## config.mk

```make
export PLATFORM = sky130hd
export DESIGN_NAME = slope_moving_average_flat
export DESIGN_NICKNAME = d
export VERILOG_FILES = /design/src/rtl/slope_moving_average_pkg.sv /design/src/rtl/slope_moving_average_if.sv /design/src/rtl/slope_sample_ring.sv /design/src/rtl/slope_moving_average.sv /design/src/flat_wrapper.sv
export SDC_FILE = /design/constraint.sdc
export NUM_CORES = 2
export LEC_CHECK = 0
export ABC_AREA = 1
export BUFFER_PORTS_ARGS = -buffer_cell sky130_fd_sc_hd__buf_2
export CAP_MARGIN = 20
export CORE_ASPECT_RATIO = 0.6
export CORE_UTILIZATION = 57
export CTS_CLUSTER_SIZE = 40
export DETAILED_ROUTE_END_ITERATION = 8
export PLACE_DENSITY = 0.74
export SLEW_MARGIN = 0
export SYNTH_ARGS = -nofsm -noshare
export SYNTH_HDL_FRONTEND = slang
export SYNTH_SLANG_ARGS = --single-unit
```

## constraint.sdc

```tcl
create_clock -name clk -period 20.3 [get_ports clk]
set_clock_uncertainty 0.05 [all_clocks]
set_input_delay 0 -clock clk [delete_from_list [all_inputs] [get_ports clk]]
set_output_delay 0 -clock clk [all_outputs]
set_load 0.02 [all_outputs]
```

## src/rtl/slope_moving_average_pkg.sv

```systemverilog
// Shared DSP definitions for the slope/integration stages: default widths,
// the running-sum width rule and a width-agnostic sign-extend helper.
package heracles_dsp_pkg;

    localparam int unsigned DEFAULT_W     = 64;
    localparam int unsigned DEFAULT_LOG2N = 3;

    // Widest value the sign-extend helper can produce.
    localparam int unsigned SEXT_MAX = 128;

    // A sum of 2^log2n samples of width w needs log2n extra bits.
    function automatic int unsigned sum_width(input int unsigned w, input int unsigned log2n);
        return w + log2n;
    endfunction

    // Sign-extend the low w bits of x to SEXT_MAX bits; callers size-cast
    // the operand in and the result back out.
    function automatic logic [SEXT_MAX-1:0] sext(input logic [SEXT_MAX-1:0] x, input int unsigned w);
        logic [SEXT_MAX-1:0] r;
        r = '0;
        for (int unsigned i = 0; i < SEXT_MAX; i++) begin
            r[i] = (i < w) ? x[i] : x[w-1];
        end
        return r;
    endfunction

endpackage

```

## src/rtl/slope_moving_average_if.sv

```systemverilog
// Sample/average bus between a slope source and the moving-average stage.
interface slope_moving_average_if
    import heracles_dsp_pkg::*;
#(
    parameter int unsigned W     = DEFAULT_W,
    parameter int unsigned LOG2N = DEFAULT_LOG2N
) ();

    logic [W-1:0]   sample_in;
    logic           sample_valid;
    logic           clear;
    logic [W-1:0]   avg_out;
    logic           avg_valid;
    logic           primed;
    logic [LOG2N:0] fill_count;

    modport master (
        output sample_in, sample_valid, clear,
        input  avg_out, avg_valid, primed, fill_count
    );

    modport slave (
        input  sample_in, sample_valid, clear,
        output avg_out, avg_valid, primed, fill_count
    );

endinterface

```

## src/rtl/slope_sample_ring.sv

```systemverilog
// N x W circular sample buffer: the oldest entry is presented combinationally
// at the write pointer and overwritten on the same edge a new sample is written.
module slope_sample_ring
    import heracles_dsp_pkg::*;
#(
    parameter int unsigned W     = DEFAULT_W,
    parameter int unsigned LOG2N = DEFAULT_LOG2N
) (
    input  logic         clk,
    input  logic         rst,
    input  logic         wr_en,
    input  logic         flush,
    input  logic [W-1:0] wr_data,
    output logic [W-1:0] oldest
);

    localparam int unsigned N = 1 << LOG2N;

    logic [W-1:0]       mem [N];
    logic [LOG2N-1:0]   wr_ptr;

    assign oldest = mem[wr_ptr];

    // Zero all entries on reset/flush so warm-up subtracts zeros; otherwise write-and-advance.
    always_ff @(posedge clk or posedge rst) begin
        if (rst) begin
            for (int unsigned i = 0; i < N; i++) begin
                mem[LOG2N'(i)] <= '0;
            end
            wr_ptr <= '0;
        end else if (flush) begin
            for (int unsigned i = 0; i < N; i++) begin
                mem[LOG2N'(i)] <= '0;
            end
            wr_ptr <= '0;
        end else if (wr_en) begin
            mem[wr_ptr] <= wr_data;
            wr_ptr      <= wr_ptr + LOG2N'(1);
        end
    end

endmodule

```

## src/rtl/slope_moving_average.sv

```systemverilog
// Boxcar moving average over the last 2^LOG2N slope samples. Holds the running
// sum and fill/primed status; the average is registered one cycle after accept
// and only flagged valid once the window is full.
module slope_moving_average
    import heracles_dsp_pkg::*;
#(
    parameter int unsigned W     = DEFAULT_W,
    parameter int unsigned LOG2N = DEFAULT_LOG2N
) (
    input logic                  clk,
    input logic                  rst,
    slope_moving_average_if.slave bus
);

    localparam int unsigned    N      = 1 << LOG2N;
    localparam int unsigned    SUM_W  = sum_width(W, LOG2N);
    localparam logic [LOG2N:0] N_FILL = (LOG2N + 1)'(N);

    logic                    accept;
    logic [W-1:0]            oldest;
    logic signed [SUM_W-1:0] sum;
    logic signed [SUM_W-1:0] sample_ext;
    logic signed [SUM_W-1:0] oldest_ext;
    logic [LOG2N:0]          fill;
    logic [LOG2N:0]          fill_inc;
    logic                    primed;
    logic                    pending;
    logic [W-1:0]            avg;
    logic                    avg_valid;

    // clear takes priority: a sample presented alongside it is dropped.
    assign accept     = bus.sample_valid & ~bus.clear;
    assign sample_ext = SUM_W'(sext(SEXT_MAX'(bus.sample_in), W));
    assign oldest_ext = SUM_W'(sext(SEXT_MAX'(oldest), W));
    assign fill_inc   = fill + (LOG2N + 1)'(1);

    slope_sample_ring #(
        .W     (W),
        .LOG2N (LOG2N)
    ) u_ring (
        .clk     (clk),
        .rst     (rst),
        .wr_en   (accept),
        .flush   (bus.clear),
        .wr_data (bus.sample_in),
        .oldest  (oldest)
    );

    // Running sum, fill level and primed status; pending marks an accept whose result is due next edge.
    always_ff @(posedge clk or posedge rst) begin
        if (rst) begin
            sum     <= '0;
            fill    <= '0;
            primed  <= 1'b0;
            pending <= 1'b0;
        end else if (bus.clear) begin
            sum     <= '0;
            fill    <= '0;
            primed  <= 1'b0;
            pending <= 1'b0;
        end else if (accept) begin
            sum     <= sum + sample_ext - oldest_ext;
            fill    <= (fill == N_FILL) ? N_FILL : fill_inc;
            primed  <= fill_inc >= N_FILL;
            pending <= fill_inc >= N_FILL;
        end else begin
            pending <= 1'b0;
        end
    end

    // Output register: clear on this edge also squashes a result still pending from the previous accept.
    always_ff @(posedge clk or posedge rst) begin
        if (rst) begin
            avg       <= '0;
            avg_valid <= 1'b0;
        end else if (bus.clear) begin
            avg       <= '0;
            avg_valid <= 1'b0;
        end else if (pending) begin
            avg       <= W'(sum >>> LOG2N);
            avg_valid <= 1'b1;
        end else begin
            avg_valid <= 1'b0;
        end
    end

    assign bus.avg_out    = avg;
    assign bus.avg_valid  = avg_valid;
    assign bus.primed     = primed;
    assign bus.fill_count = fill;

endmodule
```

## src/flat_wrapper.sv

```systemverilog
// flat-port wrapper written by rule: the top's interface ports become plain ports
module slope_moving_average_flat import heracles_dsp_pkg::*;
#(
    parameter int unsigned W     = DEFAULT_W,
    parameter int unsigned LOG2N = DEFAULT_LOG2N
)
  (clk, rst, bus_sample_in, bus_sample_valid, bus_clear, bus_avg_out, bus_avg_valid, bus_primed, bus_fill_count);
  slope_moving_average_if #(.W(W), .LOG2N(LOG2N)) bus_i ();
  input logic clk;
  input logic rst;
  input wire logic [$bits(bus_i.sample_in)-1:0] bus_sample_in;
  input wire logic [$bits(bus_i.sample_valid)-1:0] bus_sample_valid;
  input wire logic [$bits(bus_i.clear)-1:0] bus_clear;
  output wire logic [$bits(bus_i.avg_out)-1:0] bus_avg_out;
  output wire logic [$bits(bus_i.avg_valid)-1:0] bus_avg_valid;
  output wire logic [$bits(bus_i.primed)-1:0] bus_primed;
  output wire logic [$bits(bus_i.fill_count)-1:0] bus_fill_count;
  assign bus_i.sample_in = bus_sample_in;
  assign bus_i.sample_valid = bus_sample_valid;
  assign bus_i.clear = bus_clear;
  assign bus_avg_out = bus_i.avg_out;
  assign bus_avg_valid = bus_i.avg_valid;
  assign bus_primed = bus_i.primed;
  assign bus_fill_count = bus_i.fill_count;
  slope_moving_average #(.W(W), .LOG2N(LOG2N)) u_core (.clk(clk), .rst(rst), .bus(bus_i));
endmodule
```

==> out/summary.md <==
The run finished with clean final reports. The worst setup path is captured at a flip-flop. The later pin in the worst-skew pair is clocked with a latency of 0.67 ns.

The tools report the post-synthesis cell count as 4191. The layout has 5116 filler cells. The number of diodes is 0, and the area added between synthesis and finish is 11.4%. The tree built by TritonCTS fans out to 653 sinks. The tools report the nature of the critical path startpoint as a flip-flop. The peak supply drop is 0.0906 mV.

Number of antenna violations at the first check in global routing: 0. Detailed routing inserted a total of 32035 vias. The fraction of layout cells with a size suffix above 1 was 0.0774; the worst path required time was 20.80 ns. The maximum level of the CTS H-tree is 2.

The logs give 0.0633 ns for the smallest hold slack and 14.75 ns for the register-to-register setup slack. The portion of total power attributed to combinational logic was 0.423; the number of nets with antenna violations after routing was 0. The placer's final routability congestion estimate was 1.05; the time the final worst path needs with I/O delays and setup was 5.55 ns. The number of synthesized register bits was 653; the number of vias per cell was 6.28. The sequential cell fraction of total power was 0.307. The number of cells traversed by the worst register-to-register path works out to 21. The longest individual stage delay on the worst path is 0.68 ns.

The floorplan has 69 rows. Clock buffer count from CTS: 59. Yosys attributes the largest share of cell area to dfrtp_1 (47%), inv_1 (8.3%), nand2_1 (6.9%), nand3_1 (6.3%), o22ai_1 (5.7%).

The tightest min-delay check is of the in -> reg type. Based on the critical path, the design can be clocked at up to 180 MHz. Startpoint of the lowest-slack register-to-register path: u_core.u_ring.wr_ptr[0]. Timing analysis after detailed placement gives a worst setup slack of 15.00 ns. The die is 193 um tall.

The via count of the first global-routing pass is 29640. Setup repair after global routing left no endpoint under its margin. The register clock-pin slew on the reported worst setup and hold paths is 0.07 ns, and the number of cells after detailed placement is 4924. TritonCTS built the clock tree. The area share of the largest cell type after synthesis was 0.474; the fraction of the yosys area taken by sequential cells was 0.474. The max-slew headroom at the worst pin came out at 0.184. Entering global routing, the biggest net connects 194 pins.

The switching part of the total was 0.430; the number of different library cells in the post-synthesis netlist was 39. Cell internal power was estimated by the tool at 2650 uW. The net count after synthesis was 4396. At the pin with the least slew margin, the transition time is 1.22 ns. The detailed-routing iteration count for the pre-antenna-repair pass was 9. For the maximum root-to-sink buffer count, the log shows 3. The minimum setup slack in the final design was 14.75 ns.

The sum of net half-perimeters after detailed placement came out at 79300 um. The worst hold path was traced through 4 stages. Walking the worst path, the cells encountered are inv_2, nand2_2, buf_4, buf_4, o22ai_1, a221oi_1, o2111ai_1, fa_1, inv_1, ha_1, nand2_1, nor2_1, inv_1, nor2_1, nand2_1, nor2_1, nand2_1, nand3_1, nand2_1, nand3_1, nand2_1.

Net count of the finished layout: 4475. Setup violations remaining at the end of the flow were counted as 0. The post-synthesis instance area came out at 34500 um2. The global-route wire length before repair came out at 185000 um. Post-route DRC violation count: 0. The worst hold path begins at bus_sample_valid.

The initial core utilization is 0.580. Non-filler instance count after layout: 5098. Summed over all cells, the static leakage comes to 0.0185 uW. The utilization after layout is 0.646, and the share of total power in the clock network is 0.270. Input and output buffers added on the ports amount to 137.

The kind of critical path is reg -> reg. The x dimension of the die works out to 320 um. The run gives 138 as the total I/O pin count. Total wire length after detailed routing: 124000 um. The number of gates given a new drive strength after cts is 0, and the quantity of hold-fixing buffers added after cts is 66.

Final-report hold violation count: 0. The most repeated library cell on the critical path was nand2_1. The highest-delay cell along the critical path was dfrtp_1. The end of the worst register-to-register path was u_core.sum[53]. Yosys printed 0 warnings.

Max-cap violations in this run came to 0. The leading area contributor after synthesis was dfrtp_1. For this design the total switching power over the nets is 2000 uW. The run gives 0.403 as the all-layer global routing usage. For the final routed database, the setup TNS stands at 0 ns. The run gives 0 as the total congestion overflow after global routing.

The share of flip-flops with an asynchronous set or reset is 1.00, and the area of the die is 61500 um2. Post-CTS timing repair inserted 0 buffers for setup. The core footprint was 59500 um2; the average size of a mapped cell was 8.23 um2. The logs give 14300 um2 for the multi-input gate area in the final layout and 6.05 ns for the arrival time of data at the critical path endpoint. The terminating pin of the worst hold path is u_core.u_ring.wr_ptr[2].

Power spread over the standard cell area amounts to 121 nW/um2. The number of enable flip-flop cells after synthesis works out to 0. CTS placed an instance of clkbuf_16 at the clock tree root.

The biggest fanout along the worst timing path was 36; the total count of max-transition violations in the final report was 0. For this block, the initial DRC count from the detailed router was 4775. The wire length per cell after detailed routing was 24.2 um. In the synthesized netlist the dominant register cell turns out to be dfrtp_1. In the final layout, flip-flops and latches occupy 16300 um2.

The part of the cycle the worst path needs was 0.273.
[metrics by stage]
step	power (uW)	cell area [um2]
2_1_floorplan	2690	34500
3_3_place_gp	3300	35600
3_5_place_dp	3300	35600
4_1_cts	4560	38400
5_1_grt	4890	38400
6_report	4650	38400
[cells by family after synthesis]
kind of cell    count (synthesis)  share of synthesized area
simple gates                 1314                      0.164
compound gates               1074                      0.183
buf+inv                      1009                      0.114
flops                         653                      0.474
fa+ha+maj                     137                     0.0641
xor+xnor                        4                    0.00102
[cells in the mapped netlist, types with 8 or more instances]
library cell  instances
nor2_1              185
nand2_2              12
clkbuf_1            114
a21oi_1             139
a22oi_1              50
inv_1               766
nand2_1             637
inv_2                12
nand3b_1              8
o22ai_1             312
o32ai_1               8
buf_4                 8
o21ai_1             105
nor3_1               10
o21ai_0             345
nand4_1               9
o2111ai_1            38
dfrtp_1             653
ha_1                 71
buf_2                72
buf_1                33
a221oi_1             53
fa_1                 66
nand3_1             436
[per-layer routing]
metal | vias up | GRT usage | wire length (um)
met5 | - | 0 | 0
met4 | 0 | 0.183 | 6140
met3 | 340 | 0.102 | 16300
met2 | 2172 | 0.557 | 49500
met1 | 15431 | 0.593 | 51500
li1 | 14092 | - | -
[worst max path at each step]
stage	slack, ns	to	cells past startpoint	start
3_3_place_gp	14.95	u_core.sum[53]	21	u_core.u_ring.wr_ptr[0]
3_5_place_dp	15.00	u_core.sum[53]	21	u_core.u_ring.wr_ptr[0]
6_report	14.75	u_core.sum[53]	21	u_core.u_ring.wr_ptr[0]
2_1_floorplan	1.95	u_core.bus.avg_out[0]	1	rst
4_1_cts	14.99	u_core.sum[56]	20	u_core.u_ring.wr_ptr[0]
5_1_grt	14.52	u_core.sum[56]	20	u_core.u_ring.wr_ptr[0]
[area by class of cell]
type                            count  area share
Timing Repair Buffer              248      0.0445
Clock inverter                     22     0.00938
Clock buffer                       86      0.0471
Multi-Input combinational cell   2529       0.372
Sequential cell                   653       0.425
Inverter                          779      0.0765
Tap cell                          781      0.0254
[registers in the layout (all words and copies together) (netlist names)]
| register | flops |
|---|---|
| u_core.pending | 1 |
| u_core.u_ring.wr_ptr | 3 |
| u_core.bus.fill_count | 4 |
| u_core.bus.avg_valid | 1 |
| u_core.bus.avg_out | 64 |
| u_core.sum | 67 |
| u_core.u_ring.mem | 512 |
| u_core.bus.primed | 1 |
[critical path: cells and delay by family (launching register included)]
| kind | cells | cell delay, ns |
|---|---|---|
| flip-flops | 1 | 0.68 |
| AND/OR/NAND/NOR | 11 | 1.72 |
| AO/OA/AOI/OAI | 3 | 0.74 |
| adder cells (fa/ha/maj) | 2 | 0.92 |
| buffers and inverters | 5 | 1.25 |
[placed cells by master (no fill, tap or decap), types with 50 or more instances in the layout]
master,count
a21oi_1,139
a221oi_1,53
a22oi_1,50
buf_2,137
clkbuf_16,60
dfrtp_1,653
dlygate4sd3_1,66
fa_1,66
ha_1,71
inv_1,763
nand2_1,628
nand3_1,434
nor2_1,185
o21ai_0,345
o21ai_1,105
o22ai_1,312
[power by group through the flow]
stage	sequential, uW	combinational [uW]	clock [uW]
after global routing	1430	2150	1310
final	1430	1970	1250
after CTS	1420	1870	1260
after detailed placement	1450	1850	0
after global placement	1450	1850	0
after floorplan	1430	1260	0
Note: power is estimated with default switching activity, not from simulation.
